--- config.mk ---
export PLATFORM = sky130hd
export DESIGN_NAME = change_dispenser
export DESIGN_NICKNAME = d
export VERILOG_FILES = /design/src/rtl/change_dispenser.sv
export SDC_FILE = /design/constraint.sdc
export NUM_CORES = 1
export LEC_CHECK = 0
export BUFFER_PORTS_ARGS = -buffer_cell sky130_fd_sc_hd__buf_2
export CORE_MARGIN = 1.5
export CORE_UTILIZATION = 30
export DETAILED_ROUTE_END_ITERATION = 8
export PLACE_DENSITY = 0.54
export SYNTH_ARGS = -nofsm -noshare
export SYNTH_HDL_FRONTEND = slang
export SYNTH_SLANG_ARGS = --single-unit
--- constraint.sdc ---
create_clock -name clk -period 5.3 [get_ports clk]
set_input_delay 1.06 -clock clk [delete_from_list [all_inputs] [get_ports clk]]
set_output_delay 1.06 -clock clk [all_outputs]
set_load 0.01 [all_outputs]
--- src/rtl/change_dispenser.sv ---
// Change dispenser: accumulates owed change in 5 TK units from the vending controller and
// pays it out one coin at a time over a four-phase req/ack handshake; also counts sales.
module change_dispenser #(
  parameter int PEND_W = 4,
  parameter int CNT_W  = 8
) (
  input  logic              clk,
  input  logic              rst,
  input  logic [1:0]        cash_return,
  input  logic              purchase,
  input  logic              empty10,
  input  logic              coin_ack,
  output logic              coin_req,
  output logic              coin_sel,
  output logic              busy,
  output logic              overflow,
  output logic [CNT_W-1:0]  sale_count,
  output logic [1:0]        o_dbg_state,
  output logic [PEND_W-1:0] o_dbg_pending
);

  // Handshake: coin_req rises with coin_sel valid and both hold until coin_ack is seen high;
  // coin_req then drops, and no new coin is requested until coin_ack has been seen low.
  typedef enum logic [1:0] {
    S_IDLE     = 2'd0,
    S_REQ      = 2'd1,
    S_WAIT_REL = 2'd2
  } state_t;

  localparam logic [PEND_W+1:0] MAX_PEND = {2'b00, {PEND_W{1'b1}}};

  state_t              r_state;
  state_t              w_next_state;
  logic [PEND_W-1:0]   r_pending;
  logic [PEND_W-1:0]   w_pending_nxt;
  logic                r_coin_req;
  logic                r_coin_sel;
  logic                r_overflow;
  logic [CNT_W-1:0]    r_sale_count;
  logic                w_req_nxt;
  logic                w_sel_nxt;
  logic [1:0]          w_ded;
  logic [PEND_W+1:0]   w_sum;
  logic                w_sat;

  always_comb begin
    w_next_state = r_state;
    w_req_nxt    = r_coin_req;
    w_sel_nxt    = r_coin_sel;
    w_ded        = 2'd0;
    case (r_state)
      S_IDLE: begin
        w_req_nxt = 1'b0;
        if (r_pending != '0) begin
          w_req_nxt    = 1'b1;
          w_next_state = S_REQ;
          // A 10 TK coin needs at least two units owed and a stocked tube.
          if ((r_pending[PEND_W-1:1] != '0) && !empty10) begin
            w_sel_nxt = 1'b1;
            w_ded     = 2'd2;
          end else begin
            w_sel_nxt = 1'b0;
            w_ded     = 2'd1;
          end
        end
      end
      S_REQ: begin
        if (coin_ack) begin
          w_req_nxt    = 1'b0;
          w_next_state = S_WAIT_REL;
        end
      end
      S_WAIT_REL: begin
        if (!coin_ack) w_next_state = S_IDLE;
      end
      default: begin
        w_next_state = S_IDLE;
        w_req_nxt    = 1'b0;
      end
    endcase
  end

  // ded never exceeds pending, so the sum cannot go negative.
  always_comb begin
    w_sum         = {2'b00, r_pending} + {{PEND_W{1'b0}}, cash_return}
                  - {{PEND_W{1'b0}}, w_ded};
    w_sat         = (w_sum > MAX_PEND);
    w_pending_nxt = w_sat ? {PEND_W{1'b1}} : w_sum[PEND_W-1:0];
  end

  always_ff @(posedge clk or negedge rst) begin
    if (!rst) begin
      r_state      <= S_IDLE;
      r_pending    <= '0;
      r_coin_req   <= 1'b0;
      r_coin_sel   <= 1'b0;
      r_overflow   <= 1'b0;
      r_sale_count <= '0;
    end else begin
      r_state    <= w_next_state;
      r_pending  <= w_pending_nxt;
      r_coin_req <= w_req_nxt;
      r_coin_sel <= w_sel_nxt;
      if (w_sat) r_overflow <= 1'b1;
      if (purchase) r_sale_count <= r_sale_count + CNT_W'(1);
    end
  end

  assign coin_req      = r_coin_req;
  assign coin_sel      = r_coin_sel;
  assign busy          = (r_pending != '0) || (r_state != S_IDLE);
  assign overflow      = r_overflow;
  assign sale_count    = r_sale_count;
  assign o_dbg_state   = r_state;
  assign o_dbg_pending = r_pending;

endmodule

Word-level counts from Yosys, hierarchy flattened

Index checks and enable logic that the tools add are counted.

$lt $le $gt $ge: 1
$add $sub $neg: 3
Mux-type cells: 12
Eq/ne operators: 5
Bitwise logic cells: 1
Reductions and logical operators: 10

Operator list:

| operator                                             | number |
|---|---|
| 2-to-1 mux 2 bit                                     | 6 |
| adder 8 x 1 -> 8 bit (second input constant)         | 1 |
| > comparator 6 x 4 -> 1 bit (second input constant)  | 1 |
| != test 2 bit (second input constant)                | 3 |
| case mux 2 bit (3 select lines)                      | 1 |
| subtractor 5 x 2 -> 6 bit                            | 1 |
| adder 4 x 2 -> 5 bit                                 | 1 |
| 2-to-1 mux 4 bit                                     | 1 |
| AND reduction 2 bit                                  | 2 |
| nonzero test 4 bit                                   | 1 |
| 2-to-1 mux 1 bit                                     | 3 |
| case mux 1 bit (3 select lines)                      | 1 |
| AND reduction 3 bit                                  | 1 |
| nonzero test 3 bit                                   | 1 |
| equality test 2 x 1 -> 1 bit (second input constant) | 1 |
| equality test 2 bit (second input constant)          | 1 |
| logical NOT 2 bit                                    | 1 |
| nonzero test 2 bit                                   | 1 |
| logical AND 1 bit                                    | 1 |
| logical NOT 1 bit                                    | 1 |
| logical OR 1 bit                                     | 1 |
| NOT 1 bit                                            | 1 |

Input port bits: 7
Output and inout port bits: 18
Register bits: 17
Word-level logic and storage cells: 38

Logic depth before layout (Yosys ltp)

Depth after elaboration: 8
Depth in mapped cells: 11
Depth with buffers taken out: 11

Least setup slack after synthesis

OpenSTA, ideal clock, no wires.

Kind: input -> register
Start: input cash_return[1]
End: register r_pending[3] (netlist: o_dbg_pending[3])
Path buffers: 0
Required time: 5.148 ns
Library setup time: 0.152 ns
Arrival: 2.885 ns
Cell stages on the path: 7
Slack: 2.263 ns
Path through: inv_1 fa_1 inv_1 fa_1 and3b_2 o31ai_1 o211ai_1

Word-level cells in the longest chain between the ends: 4

Ends and longest elaborated chain:

| item                          | RTL line | text |
|---|---|---|
| start: declaration            | 9        | `input logic [1:0] cash_return,` |
| adder 4 x 2 -> 5 bit (*)      | 85       | `w_sum = {2'b00, r_pending} + {{PEND_W{1'b0}}, cash_return}` |
| subtractor 5 x 2 -> 6 bit (*) | 86       | `- {{PEND_W{1'b0}}, w_ded};` |
| > comparator 6 x 4 -> 1 bit   | 87       | `w_sat = (w_sum > MAX_PEND);` |
| 2-to-1 mux 4 bit (*)          | 88       | `w_pending_nxt = w_sat ? {PEND_W{1'b1}} : w_sum[PEND_W-1:0];` |
| named net w_pending_nxt[3]    | 35       | `logic [PEND_W-1:0] w_pending_nxt;` |
| end signal: assignment        | 101      | `r_pending <= w_pending_nxt;` |
| end: declaration              | 34       | `logic [PEND_W-1:0] r_pending;` |

Mark *: on every way through the listed nets, which the timed path passes. The rest lies on a longest branch.
A chain may end at the register's enable or synchronous reset.

Worst setup path in the final report

Start: register r_pending[3] (netlist: o_dbg_pending[3])
End: register r_pending[3] (netlist: o_dbg_pending[3])

Word-level cells in the longest chain between the ends: 8
Elaborated cells between the ends (all ways): 10
Those cells by class: 2 x add/sub; 1 x order compare; 4 x mux; 3 x reduce/logical

Ends and longest elaborated chain:

| item                          | RTL line | text |
|---|---|---|
| nonzero test 3 bit            | 58       | `if ((r_pending[PEND_W-1:1] != '0) && !empty10) begin` |
| logical AND 1 bit             | 58       |  |
| 2-to-1 mux 2 bit              | 58       |  |
| 2-to-1 mux 2 bit              | 54       | `if (r_pending != '0) begin` |
| 2-to-1 mux 2 bit              | 51       | `case (r_state)` |
| subtractor 5 x 2 -> 6 bit (*) | 86       |  |
| > comparator 6 x 4 -> 1 bit   | 87       |  |
| 2-to-1 mux 4 bit (*)          | 88       |  |
| named net w_pending_nxt[3]    | 35       |  |

Marked as above.

==> flow_summary.toml <==
[flow_run]
cap_violations = 0

[die]
io_pins = 25
dieArea_sq_um = 3410
placement_rows = 19
initial_core_util = 0.325
fp.dieH_um = 58.4
core_area_sq_um = 2830
die_x_um = 58.4

[setup_path]
cp_cell_sequence = "inv_1 > ha_1 > a211o_1 > nor3_1 > fa_1 > inv_1 > fa_1 > and3b_2 > o31ai_1 > o211ai_1"
slowest_delay_ns = 0.49
critical_path_buf_inv_count = 2
slowest_stage = "fa_1"
end_kind = "flop"
critical_path_depth = 10
critical_path.top_delay_family = "adder cells"
startpoint_type = "flop"
reg2regPathDepth = 10
cp.arrival_ns = 3.30
critPathMaxFanout = 5
worst-setup-path-type = "flop to flop"
cp.required_ns = 5.44

[synth]
ys_seq_area_frac = 0.463
synth_edf_count = 0
syn_avg_cell_area_sq_um = 10.9
synthFlopType = "dfrtp_1"
synth_area_sq_um = 920
synthArstFlopShare = 1.00
yosys.cell_types.count = 27
synth.area.top_cells = "dfrtp_1, ha_1, xnor2_1, fa_1, inv_1"
synthCells = 84
synth_largest_area_cell = "dfrtp_1"
yosysWarnings = 0
ys_seq_elements = 17
synth_nets = 100
synth_top_area_share = 0.463

[clocking]
root_buffer = "clkbuf_4"
cts_sinks = 17
hold_buffers = 0
cts_max_path_buffers = 2
cts_htree_levels = 1
postCtsSetupBuffers = 0
clkTransAtPathRegs_ns = 0.09
cts_resized = 0
cts_made_buffers = 3
cts_tree = "done"
insertion_delay_ns = 0.29

[timing]
maxSlewViolCount = 0
worst_clock_skew_ns = 0.00104
fin_ws_ns = 2.14
slew-limit-headroom = 0.638
worstMarginPinSlew_ns = 0.538
fin_tns_setup_ns = 0
finalHoldViolCount = 0
fmax_ghz = 0.317
rsz0062_at_grt = "no"
final.min_clock_period_ns = 3.16
finalSetupViolations = 0
finalCritPeriodShare = 0.596
fin_hold_ws_ns = 0.472

[placement]
hpwl_um = 1390
place_congestion = 0.809
pre_cts_slack_ns = 1.99
port_buffers = 24

[detailed_routing]
dr.pass1.iters = 3
antenna_left = 0
wirelength_um = 1710
detail_route.wl_per_cell_um = 11.9
vias = 714
vias_per_cell = 4.99
drtIter0Drc = 30
drc = 0

[pwr]
p_leak_nw = 0.551
p_per_area_nw_per_um2 = 605
worst_ir_drop_vdd_mv = 0.235

[cells_and_area]
n_antenna_cell = 0
final_core_util = 0.391
nets = 129
fill_cells = 282
area_growth_pct = 20.3
layout-drive-gt1-share = 0.304

[min_path]
worst_hold_path_type = "flop to flop"
min_path_cells = 1

[global_routing]
grt-ovfl-total = 0
grt_pass1_vias = 724
antenna_found_initial = 0
grt_max_degree = 18
grt_pass1_wl_um = 2960
gr-usage-all-layers = 0.114

[status]
run_status = "completed"
cell usage after synthesis (all sizes together), types with 2 or more instances:
cell type / instances
a21oi: 2
dfrtp: 17
fa: 2
ha: 7
inv: 9
mux2: 2
nand2: 4
nand3: 3
nand4: 5
nand4b: 3
nor2: 6
nor2b: 2
nor3: 2
xnor2: 5
xor2: 3
layout make-up:
type / instances / area, sq um / area share
sequential: 17 / 425 / 0.385
multi-input combinational: 58 / 460 / 0.416
timing repair buffer: 24 / 120 / 0.109
clock buffer: 3 / 22.5 / 0.0204
tap: 31 / 38.8 / 0.0351
inverter: 9 / 33.8 / 0.0305
clock inverter: 1 / 5.00 / 0.00452
flip-flops by register name, indices dropped and copies added (netlist names):
name           count
overflow           1
coin_req           1
sale_count         8
o_dbg_pending      4
coin_sel           1
o_dbg_state        2
path summary, 6_finish.rpt:
path,start,endpoint,slack (ns)
min in group asynchronous,rst,coin_sel,0.67
worst min register to register,sale_count[7],sale_count[7],0.47
worst max-delay path,o_dbg_pending[3],o_dbg_pending[3],2.14
max in group asynchronous,rst,sale_count[0],4.36
worst min-delay path,sale_count[7],sale_count[7],0.47
worst max register to register,o_dbg_pending[3],o_dbg_pending[3],2.14
logic make-up (layout without fill, tap and decap cells):
kind of cell / count (synthesis) / count (layout) / synth area share
compound gates: 7 / 7 / 0.0503
simple gates: 32 / 32 / 0.211
mux: 2 / 2 / 0.0245
flops: 17 / 17 / 0.463
xor+xnor: 8 / 8 / 0.0762
buf+inv: 9 / 37 / 0.0367
fa+ha+maj: 9 / 9 / 0.139
metal layers:
metal,GRT usage,vias up,share of wire
li1,-,350,-
met1,0.141,334,0.45
met2,0.165,28,0.45
met3,0.0593,2,0.090
met4,0.0498,0,0.011
met5,0,-,0
placed cells by master, fill, tap and decap left out:
| cell | instances |
|---|---|
| buf_2 | 24 |
| dfrtp_1 | 17 |
| inv_1 | 9 |
| ha_1 | 7 |
| nor2_1 | 6 |
| xnor2_1 | 5 |
| nand4_1 | 5 |
| nand2_1 | 4 |
| nand3_1 | 3 |
| nand4b_1 | 3 |
| xor2_1 | 3 |
| clkbuf_4 | 3 |
| nor3_1 | 2 |
| a21oi_1 | 2 |
| mux2_2 | 2 |
| nor2b_1 | 2 |
| fa_1 | 2 |
| a211o_1 | 1 |
| and3b_2 | 1 |
| and2b_2 | 1 |
| o31ai_1 | 1 |
| or4_4 | 1 |
| and4b_2 | 1 |
| o211ai_1 | 1 |
| nand2b_1 | 1 |
| o21a_1 | 1 |
| nor3b_1 | 1 |
| o21ai_0 | 1 |
| and3_1 | 1 |
| clkinv_2 | 1 |
worst register-to-register path: cells and delay by family (launching register included):
kind,cells,cell delay [ns]
adder cells (fa/ha/maj),3,1.19
AO/OA/AOI/OAI,3,0.91
flip-flops,1,0.43
AND/OR/NAND/NOR,2,0.30
buffers and inverters,2,0.17
power breakdown:
| part | leakage [nW] | total (mW) | internal [mW] | switching (mW) |
|---|---|---|---|---|
| Clock | 0.0177 | 0.0669 | 0.0281 | 0.0388 |
| Combinational | 0.335 | 0.359 | 0.172 | 0.187 |
| Sequential | 0.198 | 0.243 | 0.186 | 0.0566 |
metrics by stage:
step | cells | instance area (sq um) | power, mW
after floorplan | 84 | 920 | 0.489
after global routing | 143 | 1110 | 0.741
final | 143 | 1110 | 0.669
after detailed placement | 139 | 1080 | 0.608
after global placement | 139 | 1080 | 0.602
after CTS | 143 | 1110 | 0.682
No activity file was read; power rests on OpenSTA's default activity.
